===== config.mk =====
export PLATFORM = sky130hd
export DESIGN_NAME = clock_phase_voter
export DESIGN_NICKNAME = d
export VERILOG_FILES = /design/src/rtl/clock_sync_pkg.sv /design/src/rtl/sample_accumulator.sv /design/src/rtl/clock_phase_voter.sv
export SDC_FILE = /design/constraint.sdc
export NUM_CORES = 1
export LEC_CHECK = 0
export BUFFER_PORTS_ARGS = -buffer_cell sky130_fd_sc_hd__buf_4
export CAP_MARGIN = 30
export CORE_ASPECT_RATIO = 0.75
export CORE_MARGIN = 1
export CORE_UTILIZATION = 51
export CTS_CLUSTER_DIAMETER = 50
export CTS_CLUSTER_SIZE = 12
export DETAILED_ROUTE_END_ITERATION = 10
export PLACE_DENSITY = 0.84
export SETUP_SLACK_MARGIN = 0.2
export SLEW_MARGIN = 20
export SYNTH_ARGS = -nofsm -noshare
export SYNTH_HDL_FRONTEND = slang
export SYNTH_SLANG_ARGS = --single-unit

===== constraint.sdc =====
create_clock -name clock -period 1.85 [get_ports clock]
set_input_delay 0.37 -clock clock [delete_from_list [all_inputs] [get_ports clock]]
set_output_delay 0.37 -clock clock [all_outputs]
set_load 0.01 [all_outputs]

===== src/rtl/clock_sync_pkg.sv =====
`default_nettype none
// ============================================================================
// Module      : clock_sync_pkg
// Description : Shared types, default parameters and width helper for the
//               clock synchronisation controller and the phase voter.
// Revision    : 1.0 - initial release
// ============================================================================
package clock_sync_pkg;

   // Voter state encoding; all four codes of the 2-bit space are named.
   typedef enum logic [1:0] {
      ST_IDLE    = 2'd0,
      ST_SETTLE  = 2'd1,
      ST_COLLECT = 2'd2,
      ST_DONE    = 2'd3
   } voter_state_e;

   localparam int c_NUM_SAMPLES_DEF   = 16;
   localparam int c_SETTLE_CYCLES_DEF = 4;
   localparam int c_TOLERANCE_DEF     = 1;

   // Bits needed to hold a count from 0 up to and including n.
   function automatic int cw_of(input int n);
      return $clog2(n + 1);
   endfunction

endpackage : clock_sync_pkg
`default_nettype wire


===== src/rtl/sample_accumulator.sv =====
`default_nettype none
// ============================================================================
// Module      : sample_accumulator
// Description : Saturating sample/ones counters plus the majority and
//               disagreement vote computed from the accumulated ones.
// Revision    : 1.0 - initial release
// ============================================================================
module sample_accumulator
   import clock_sync_pkg::*;
#(
   parameter int NUM_SAMPLES = c_NUM_SAMPLES_DEF,
   parameter int TOLERANCE   = c_TOLERANCE_DEF
) (
   input  logic                             clock,
   input  logic                             reset_n,
   input  logic                             clear_i,
   input  logic                             enable_i,
   input  logic                             bit_i,
   output logic [cw_of(NUM_SAMPLES)-1:0]    ones_o,
   output logic [cw_of(NUM_SAMPLES)-1:0]    count_o,
   output logic                             done_o,
   output logic                             majority_o,
   output logic                             error_o
);

   localparam int            CW     = cw_of(NUM_SAMPLES);
   localparam logic [CW-1:0] c_FULL = CW'(NUM_SAMPLES);
   localparam logic [CW-1:0] c_ONE  = CW'(1);

   logic [CW-1:0] ones_q, ones_d;
   logic [CW-1:0] count_q, count_d;
   int            n_ones, n_zeros, n_minor;

   // Next counter values: clear wins, counting stops once the window is full.
   always_comb begin
      ones_d  = ones_q;
      count_d = count_q;
      if (clear_i) begin
         ones_d  = '0;
         count_d = '0;
      end else if (enable_i && (count_q < c_FULL)) begin
         count_d = count_q + c_ONE;
         if (bit_i) begin
            ones_d = ones_q + c_ONE;
         end
      end
   end

   // Counter registers.
   always_ff @(posedge clock) begin
      if (!reset_n) begin
         ones_q  <= '0;
         count_q <= '0;
      end else begin
         ones_q  <= ones_d;
         count_q <= count_d;
      end
   end

   // Vote on the accumulated ones; a tie resolves to 1.
   always_comb begin
      n_ones     = int'(ones_q);
      n_zeros    = NUM_SAMPLES - n_ones;
      n_minor    = (n_ones < n_zeros) ? n_ones : n_zeros;
      majority_o = ((2 * n_ones) >= NUM_SAMPLES);
      error_o    = (n_minor > TOLERANCE);
   end

   assign ones_o  = ones_q;
   assign count_o = count_q;
   assign done_o  = (count_q == c_FULL);

endmodule : sample_accumulator
`default_nettype wire


===== src/rtl/clock_phase_voter.sv =====
`default_nettype none
// ============================================================================
// Module      : clock_phase_voter
// Description : Samples an asynchronous clock (din) with one phase clock,
//               discards a settle window, then majority-votes NUM_SAMPLES
//               retimed samples per request and holds the result.
// Revision    : 1.0 - initial release
// ============================================================================
module clock_phase_voter
   import clock_sync_pkg::*;
#(
   parameter int NUM_SAMPLES   = c_NUM_SAMPLES_DEF,
   parameter int SETTLE_CYCLES = c_SETTLE_CYCLES_DEF,
   parameter int TOLERANCE     = c_TOLERANCE_DEF
) (
   input  logic                             clock,
   input  logic                             reset_n,
   input  logic                             din,
   input  logic                             sample_req,
   output logic                             dout,
   output logic                             sample_valid,
   output logic                             sample_error,
   output logic                             sample_idle,
   output logic [cw_of(NUM_SAMPLES)-1:0]    ones_count
);

   localparam int            CW            = cw_of(NUM_SAMPLES);
   localparam logic [3:0]    c_SETTLE_LAST = 4'((SETTLE_CYCLES > 0) ? SETTLE_CYCLES - 1 : 0);

   (* IOB = "TRUE" *) logic capture_q;
   logic          retime_q;

   voter_state_e  state_q, state_d;
   logic [3:0]    settle_q, settle_d;
   logic          dout_q, dout_d;
   logic          valid_q, valid_d;
   logic          error_q, error_d;
   logic          idle_q, idle_d;
   logic [CW-1:0] ones_q, ones_d;
   logic          acc_clear, acc_en;

   logic [CW-1:0] w_ones, w_count;
   logic          w_done, w_majority, w_error;

   // Pad capture flop followed by one retiming flop; only the retimed bit is voted.
   always_ff @(posedge clock) begin
      if (!reset_n) begin
         capture_q <= 1'b0;
         retime_q  <= 1'b0;
      end else begin
         capture_q <= din;
         retime_q  <= capture_q;
      end
   end

   sample_accumulator #(
      .NUM_SAMPLES (NUM_SAMPLES),
      .TOLERANCE   (TOLERANCE)
   ) u_acc (
      .clock      (clock),
      .reset_n    (reset_n),
      .clear_i    (acc_clear),
      .enable_i   (acc_en),
      .bit_i      (retime_q),
      .ones_o     (w_ones),
      .count_o    (w_count),
      .done_o     (w_done),
      .majority_o (w_majority),
      .error_o    (w_error)
   );

   // Next state, counter control and result capture on DONE entry.
   always_comb begin
      state_d   = state_q;
      settle_d  = settle_q;
      dout_d    = dout_q;
      valid_d   = valid_q;
      error_d   = error_q;
      ones_d    = ones_q;
      acc_clear = 1'b0;
      acc_en    = 1'b0;
      case (state_q)
         ST_IDLE: begin
            if (sample_req) begin
               acc_clear = 1'b1;
               settle_d  = 4'd0;
               state_d   = (SETTLE_CYCLES == 0) ? ST_COLLECT : ST_SETTLE;
            end
         end
         ST_SETTLE: begin
            if (!sample_req) begin
               state_d = ST_IDLE;
            end else if (settle_q == c_SETTLE_LAST) begin
               state_d = ST_COLLECT;
            end else begin
               settle_d = settle_q + 4'd1;
            end
         end
         ST_COLLECT: begin
            if (!sample_req) begin
               state_d = ST_IDLE;
            end else if (w_done) begin
               state_d = ST_DONE;
               dout_d  = w_majority;
               error_d = w_error;
               ones_d  = w_ones;
               valid_d = 1'b1;
            end else begin
               acc_en = 1'b1;
            end
         end
         ST_DONE: begin
            if (!sample_req) begin
               state_d = ST_IDLE;
               valid_d = 1'b0;
               error_d = 1'b0;
            end
         end
         default: begin
            state_d = ST_IDLE;
            valid_d = 1'b0;
            error_d = 1'b0;
         end
      endcase
      idle_d = (state_d == ST_IDLE);
   end

   // State and result registers; reset overrides every transition.
   always_ff @(posedge clock) begin
      if (!reset_n) begin
         state_q  <= ST_IDLE;
         settle_q <= 4'd0;
         dout_q   <= 1'b0;
         valid_q  <= 1'b0;
         error_q  <= 1'b0;
         idle_q   <= 1'b1;
         ones_q   <= '0;
      end else begin
         state_q  <= state_d;
         settle_q <= settle_d;
         dout_q   <= dout_d;
         valid_q  <= valid_d;
         error_q  <= error_d;
         idle_q   <= idle_d;
         ones_q   <= ones_d;
      end
   end

   // The sample counter must never run past the vote window.
   a_count_bound : assert property (@(posedge clock) disable iff (!reset_n)
      int'(w_count) <= NUM_SAMPLES);

   assign dout         = dout_q;
   assign sample_valid = valid_q;
   assign sample_error = error_q;
   assign sample_idle  = idle_q;
   assign ones_count   = ones_q;

endmodule : clock_phase_voter
`default_nettype wire


==> flow_summary.ini, run 1 <==
[sta]
fmax_mhz = 554
rsz0062_at_grt = yes
fin_ws_ps = 43.8
slew_headroom_pct = 75.7
fin_tns_setup_ps = 0
fin_crit_ps = 1810
worst_slew_pin_slew_ps = 364
drv_slew = 0
finalSetupViolCount = 0
min_period_over_period_pct = 97.6
finalHoldViolations = 0
finClkSkew_ps = 5.21

[global_routing]
grt_max_degree = 17
antenna_found_initial = 0
grt_overflow_total = 0
grt_pass1_wl_um = 4570
gr-usage-all-layers_pct = 22.8
grt_pass1_vias = 1018

[job]
cap_viol_max_count = 0

[floorplan]
top_level_ports = 13
die_w_um = 60.2
die_h_um = 45.6
row_count = 15
start_util_pct = 55.2
core_area_mm2 = 0.00235
die_area_mm2 = 0.00275

[setup_path]
worstSetupEndpointType = flop
cp_common_cell = nor3_2
arrival_ps = 2030
path_cells = inv_4, ha_4, inv_2, nor3_2, ha_1, nor3_2, a31oi_1, o311ai_1, a21boi_1
required_ps = 2070
crit_type = reg -> reg
worst-path-buf-inv = 2
path_delay_family = compound AO/OA/AOI/OAI gates
cpPeakStageDelay_ps = 380
crit_fanout = 2
critPathSlowestCell = dfxtp_4
cp-start-kind = flop

[clock_tree]
cts_tree = yes
clockRootBuffer = clkbuf_4
clkSlewWorstSetupHoldPaths_ps = 150
clock_latency_ps = 330
clock_path_buffers = 2
cts.sinks = 27
htree_levels = 1
numCtsBuffers = 3
cts_hold_buf = 0

[detailed_routing]
drt-total-wl_um = 2570
drc = 0
drtIter0Drc = 59
wire_per_inst_um = 13.5
vias_per_cell = 5.50
detail-route-antenna-nets = 0
first_pass_iters = 4
vias = 1051

[logic_synthesis]
syn_avg_cell_area_um2 = 9.32
synthXorXnorAreaFrac_pct = 5.41
synth-compound-area-share_pct = 11.8
synth_simple_gate_area_share_pct = 23.0
synth_edf_count = 0
yosys-mux-area-fraction_pct = 4.64
async_flop_share_pct = 0
synthCells = 139
synth_top_family_by_area = simple AND/OR/NAND/NOR gates
yosys.area_share.adder_pct = 7.73
ys.flop_type = dfxtp_1
yosys_warnings = 0
ys_seq_area_share_pct = 41.7
syn-num-nets = 151
ys_seq_elements = 27
synth_cell_type_count = 36
synthesis.area_mm2 = 0.00129

[outcome]
status = finished clean

[cells_and_area]
finalCoreUtilization_pct = 64.3
fillers = 191
fin_cells = 191
diodes = 0
final_cell_area_mm2 = 0.00151
area_delta_synth_final_pct = 16.4
drive_gt1_share_pct = 21.7
layout.area.seq_um2 = 546
fin_nets = 170
multiInputGateArea_um2 = 708

[pwr]
p_per_area_mw_per_mm2 = 589
peakVddDrop_uv = 438
power.leakage_nw = 0.608

[placed_design]
place_area_mm2 = 0.00142
gp_congestion = 0.848
hpwl_um = 1930
dp.cells = 183
portBuffers = 12
place_ws_ps = -19.2

[min_path]
hold_class = in -> reg
[final cells by class]
class	count	area share [%]
Inverter	8	2.16
Sequential cell	27	36.2
Timing Repair Buffer	20	9.96
Clock buffer	3	1.49
Tap cell	34	2.82
Clock inverter	1	0.415
Multi-Input combinational cell	98	47.0
[cell families after synthesis]
logic type / count (synthesis)
AOI/OAI and AO/OA: 22
and+or+nand+nor: 54
DFF: 27
buffers and inverters: 14
muxes: 6
xor gates and xnor gates: 8
adders and majority gates: 8
[routing by layer]
layer | wire (um) | vias to the layer above | share of wire (%) | GRT usage (%)
li1 | - | 523 | - | -
met5 | 0 | - | 0 | 0
met1 | 1190 | 480 | 46 | 28.3
met4 | 48 | 0 | 1.9 | 6.51
met3 | 151 | 8 | 5.9 | 6.53
met2 | 1190 | 40 | 46 | 38.7
[where the power goes]
group | switching [W] | leakage, nW | internal [W] | total (W)
Sequential | 0.00000508 | 0.220 | 0.000585 | 0.000591
Clock | 0.000178 | 0.0183 | 0.0000845 | 0.000262
Combinational | 0.0000199 | 0.370 | 0.0000157 | 0.0000356
Total | 0.000203 | 0.608 | 0.000686 | 0.000888
[per-stage QoR]
step | total power [W] | hold WS, ps
after global routing | 0.000933 | 220
after detailed placement | 0.000638 | 429
after CTS | 0.000898 | 233
after global placement | 0.000636 | 415
after floorplan | 0.000622 | 412
final | 0.000888 | 237
[state kept, by name, summed over array words and instances, names as in the netlist]
name           flops
sample_error       1
ones_count         5
settle_q           4
sample_valid       1
u_acc.count_o      5
state_q            2
u_acc.ones_o       5
sample_idle        1
dout               1
retime_q           1
capture_q          1
[cell usage after synthesis, types with 2 or more instances]
| library cell | n | area [um^2] |
|---|---|---|
| or3_1 | 2 | 12.5 |
| and3_1 | 2 | 12.5 |
| and2_1 | 4 | 25.0 |
| nand4_1 | 4 | 25.0 |
| nand3_1 | 4 | 20.0 |
| nor2b_1 | 10 | 62.6 |
| mux2i_1 | 6 | 60.1 |
| buf_6 | 2 | 22.5 |
| nand2_1 | 7 | 26.3 |
| and4bb_1 | 2 | 25.0 |
| xor2_1 | 5 | 43.8 |
| nor2_1 | 13 | 48.8 |
| inv_1 | 8 | 30.0 |
| o21ai_0 | 5 | 25.0 |
| a31oi_1 | 3 | 18.8 |
| a21oi_1 | 4 | 20.0 |
| nor4_1 | 2 | 12.5 |
| nor3_1 | 2 | 10.0 |
| xnor2_1 | 3 | 26.3 |
| buf_2 | 2 | 10.0 |
| ha_1 | 8 | 100 |
| dfxtp_1 | 27 | 541 |
[placed cells by master (no fill, tap or decap), drive strengths merged, types with 2 or more instances in the layout]
cell,Yosys,routed
dfxtp,27,27
buf,5,20
nor2,13,13
nor2b,10,10
inv,8,9
ha,8,8
nand2,7,7
mux2i,6,6
o21ai,5,5
xor2,5,5
and2,4,4
a21oi,4,4
nand4,4,4
nand3,4,4
xnor2,3,3
a31oi,3,3
clkbuf,1,3
nor3,2,2
and4bb,2,2
or3,2,2
nor4,2,2
and3,2,2
o311ai,2,2
a21boi,2,2
[path summary, 6_finish.rpt]
| kind | startpoint | to | slack (ps) | depth (start not counted) |
|---|---|---|---|---|
| worst min register to register | capture_q | retime_q | 460 | 1 |
| worst max register to register | u_acc.ones_o[0] | sample_error | 40 | 9 |
| worst min-delay path | din | capture_q | 240 | 2 |
| worst max-delay path | u_acc.ones_o[0] | sample_error | 40 | 9 |
[timing repair]
action	4_1_cts	5_1_grt
buffers inserted	3	1
pin swaps	5	3
gates resized for setup	7	1
endpoints found under the setup margin	5	3
Note: power is estimated with default switching activity, not from simulation.
==> run 2: changes to the inputs <==
ABC_AREA = 1   (was default)
SKIP_CTS_REPAIR_TIMING = 1   (was default)
==> flow_summary.ini, run 2 <==
[clock_tree]
clockRootBuffer = clkbuf_4
htree_levels = 1
cts_tree = yes
clock_latency_ps = 330
numCtsBuffers = 3
cts.sinks = 27
clock_path_buffers = 2
clkSlewWorstSetupHoldPaths_ps = 140

[setup_path]
crit_fanout = 4
path_delay_family = simple AND/OR/NAND/NOR gates
path_cells = inv_4, ha_4, inv_4, nor3_2, ha_1, xnor2_2, nand2_1, nand2_1, nand2_1, nand3_2, a21oi_2
cp-start-kind = flop
crit_type = reg -> reg
worstSetupEndpointType = flop
r2r-end = sample_error
arrival_ps = 1970
startpoint = u_acc.ones_o[0]
required_ps = 2090
critPathSlowestCell = dfxtp_4
worst-path-buf-inv = 2
cpPeakStageDelay_ps = 390
cp_common_cell = nand2_1
r2r_setup_slack_ps = 120
r2r-start = u_acc.ones_o[0]
r2r_cells = 11

[outcome]
status = finished clean

[global_routing]
grt_pass1_vias = 1037
grt_max_degree = 16
gr-usage-all-layers_pct = 23.1
grt_overflow_total = 0
grt_pass1_wl_um = 4550
antenna_found_initial = 0

[floorplan]
start_util_pct = 55.9
top_level_ports = 13
die_area_mm2 = 0.00282
die_h_um = 46.2
row_count = 15
die_w_um = 61.0
core_area_mm2 = 0.00238

[placed_design]
hpwl_um = 2030
gp_congestion = 0.926
place_area_mm2 = 0.00146
dp.cells = 223
portBuffers = 12

[sta]
rsz0062_at_grt = yes
finalHoldViolations = 0
drv_slew = 0
fmax_mhz = 578
slew_headroom_pct = 74.2
min_period_over_period_pct = 93.4
fin_tns_setup_ps = 0
finClkSkew_ps = 3.35
worst_slew_pin_slew_ps = 387
fin_crit_ps = 1730
finalSetupViolCount = 0
whs_ps = 210

[logic_synthesis]
synthCells = 178
syn-num-nets = 190
yosys_warnings = 0
synthTopCellsByCount = 35 x nand2_1, 28 x inv_1, 27 x dfxtp_1
ys_seq_area_share_pct = 40.6
ys_seq_elements = 27
synth_cell_type_count = 26
syn_avg_cell_area_um2 = 7.48
synthesis.area_mm2 = 0.00133
async_flop_share_pct = 0
synth_top_area_share_pct = 40.6
synth_area_leader_cell = dfxtp_1
synth_most_common_cell = nand2_1
synth_edf_count = 0
ys.flop_type = dfxtp_1
synthTopCellsByArea = dfxtp_1 41%, nand2_1 9.9%, inv_1 7.9%, ha_1 7.5%, a21oi_1 6.0%

[detailed_routing]
first_pass_iters = 4
wire_per_inst_um = 13.0
drc = 0
vias = 1231
vias_per_cell = 5.38
drtIter0Drc = 70
detail-route-antenna-nets = 0
drt-total-wl_um = 2970

[cells_and_area]
fin_cells = 229
final_cell_area_mm2 = 0.00156
fin_nets = 208
final_common_cell = nand2_1
area_delta_synth_final_pct = 17.0
drive_gt1_share_pct = 20.0
diodes = 0
layout_common_cells = 35 x nand2_1, 25 x inv_1, 25 x dfxtp_1

[min_path]
holdPathEnd = capture_q
min_from = din
hold_class = in -> reg
whs_path_depth = 3

[pwr]
power.leakage_nw = 0.733
peakVddDrop_uv = 430
p_per_area_mw_per_mm2 = 571

[job]
cap_viol_max_count = 0
[run 2: metal layers]
metal / global-route usage [%] / routed length (um) / vias to the layer above
met5: 0 / 0 / -
met4: 10.5 / 102 / 0
met3: 5.06 / 241 / 14
met2: 39.1 / 1390 / 63
met1: 28.3 / 1230 / 544
li1: - / - / 610
[run 2: power by group]
group | leakage (nW) | switching [W] | total, W | internal (W)
Clock | 0.0177 | 0.000172 | 0.000253 | 0.0000814
Combinational | 0.496 | 0.0000301 | 0.0000449 | 0.0000148
Sequential | 0.220 | 0.00000469 | 0.000591 | 0.000586
Total | 0.733 | 0.000207 | 0.000889 | 0.000682
[run 2: final cells by class]
| cell class | count | area [um^2] |
|---|---|---|
| Timing Repair Buffer | 15 | 113 |
| Tap cell | 34 | 42.5 |
| Multi-Input combinational cell | 118 | 708 |
| Sequential cell | 27 | 546 |
| Clock buffer | 3 | 22.5 |
| Fill cell | 212 | 826 |
| Clock inverter | 1 | 5.00 |
| Inverter | 31 | 121 |
[run 2: worst max-delay path by stage]
stage	to	slack [ps]	cells after the start
after detailed placement	sample_error	70	11
after CTS	sample_error	50	10
after floorplan	sample_error	230	11
after global routing	sample_error	5	11
final	sample_error	120	11
after global placement	sample_error	180	11
[run 2: cell families after synthesis]
| logic type | share of synthesized area (%) |
|---|---|
| adder cells (fa/ha/maj) | 7.52 |
| AO/OA/AOI/OAI | 13.8 |
| AND/OR/NAND/NOR | 28.0 |
| buffers and inverters | 9.40 |
| XOR/XNOR | 0.658 |
| flip-flops | 40.6 |
[run 2: stage by stage]
stage | utilization, % | setup slack (ps) | total power, W
floorplan | - | 234 | 0.000633
global placement | 61.4 | 182 | 0.000647
detailed placement | 61.4 | 71.9 | 0.000649
CTS | 62.5 | 48.6 | 0.000903
global route | 65.4 | 4.75 | 0.000935
finish | 65.4 | 121 | 0.000889
[run 2: worst register-to-register path: cells and delay by family, from the launching register on]
family	cells	cell delay, ps
compound gates	1	50
fa+ha+maj	2	430
flops	1	390
buf+inv	2	110
xor+xnor	1	190
simple gates	5	450
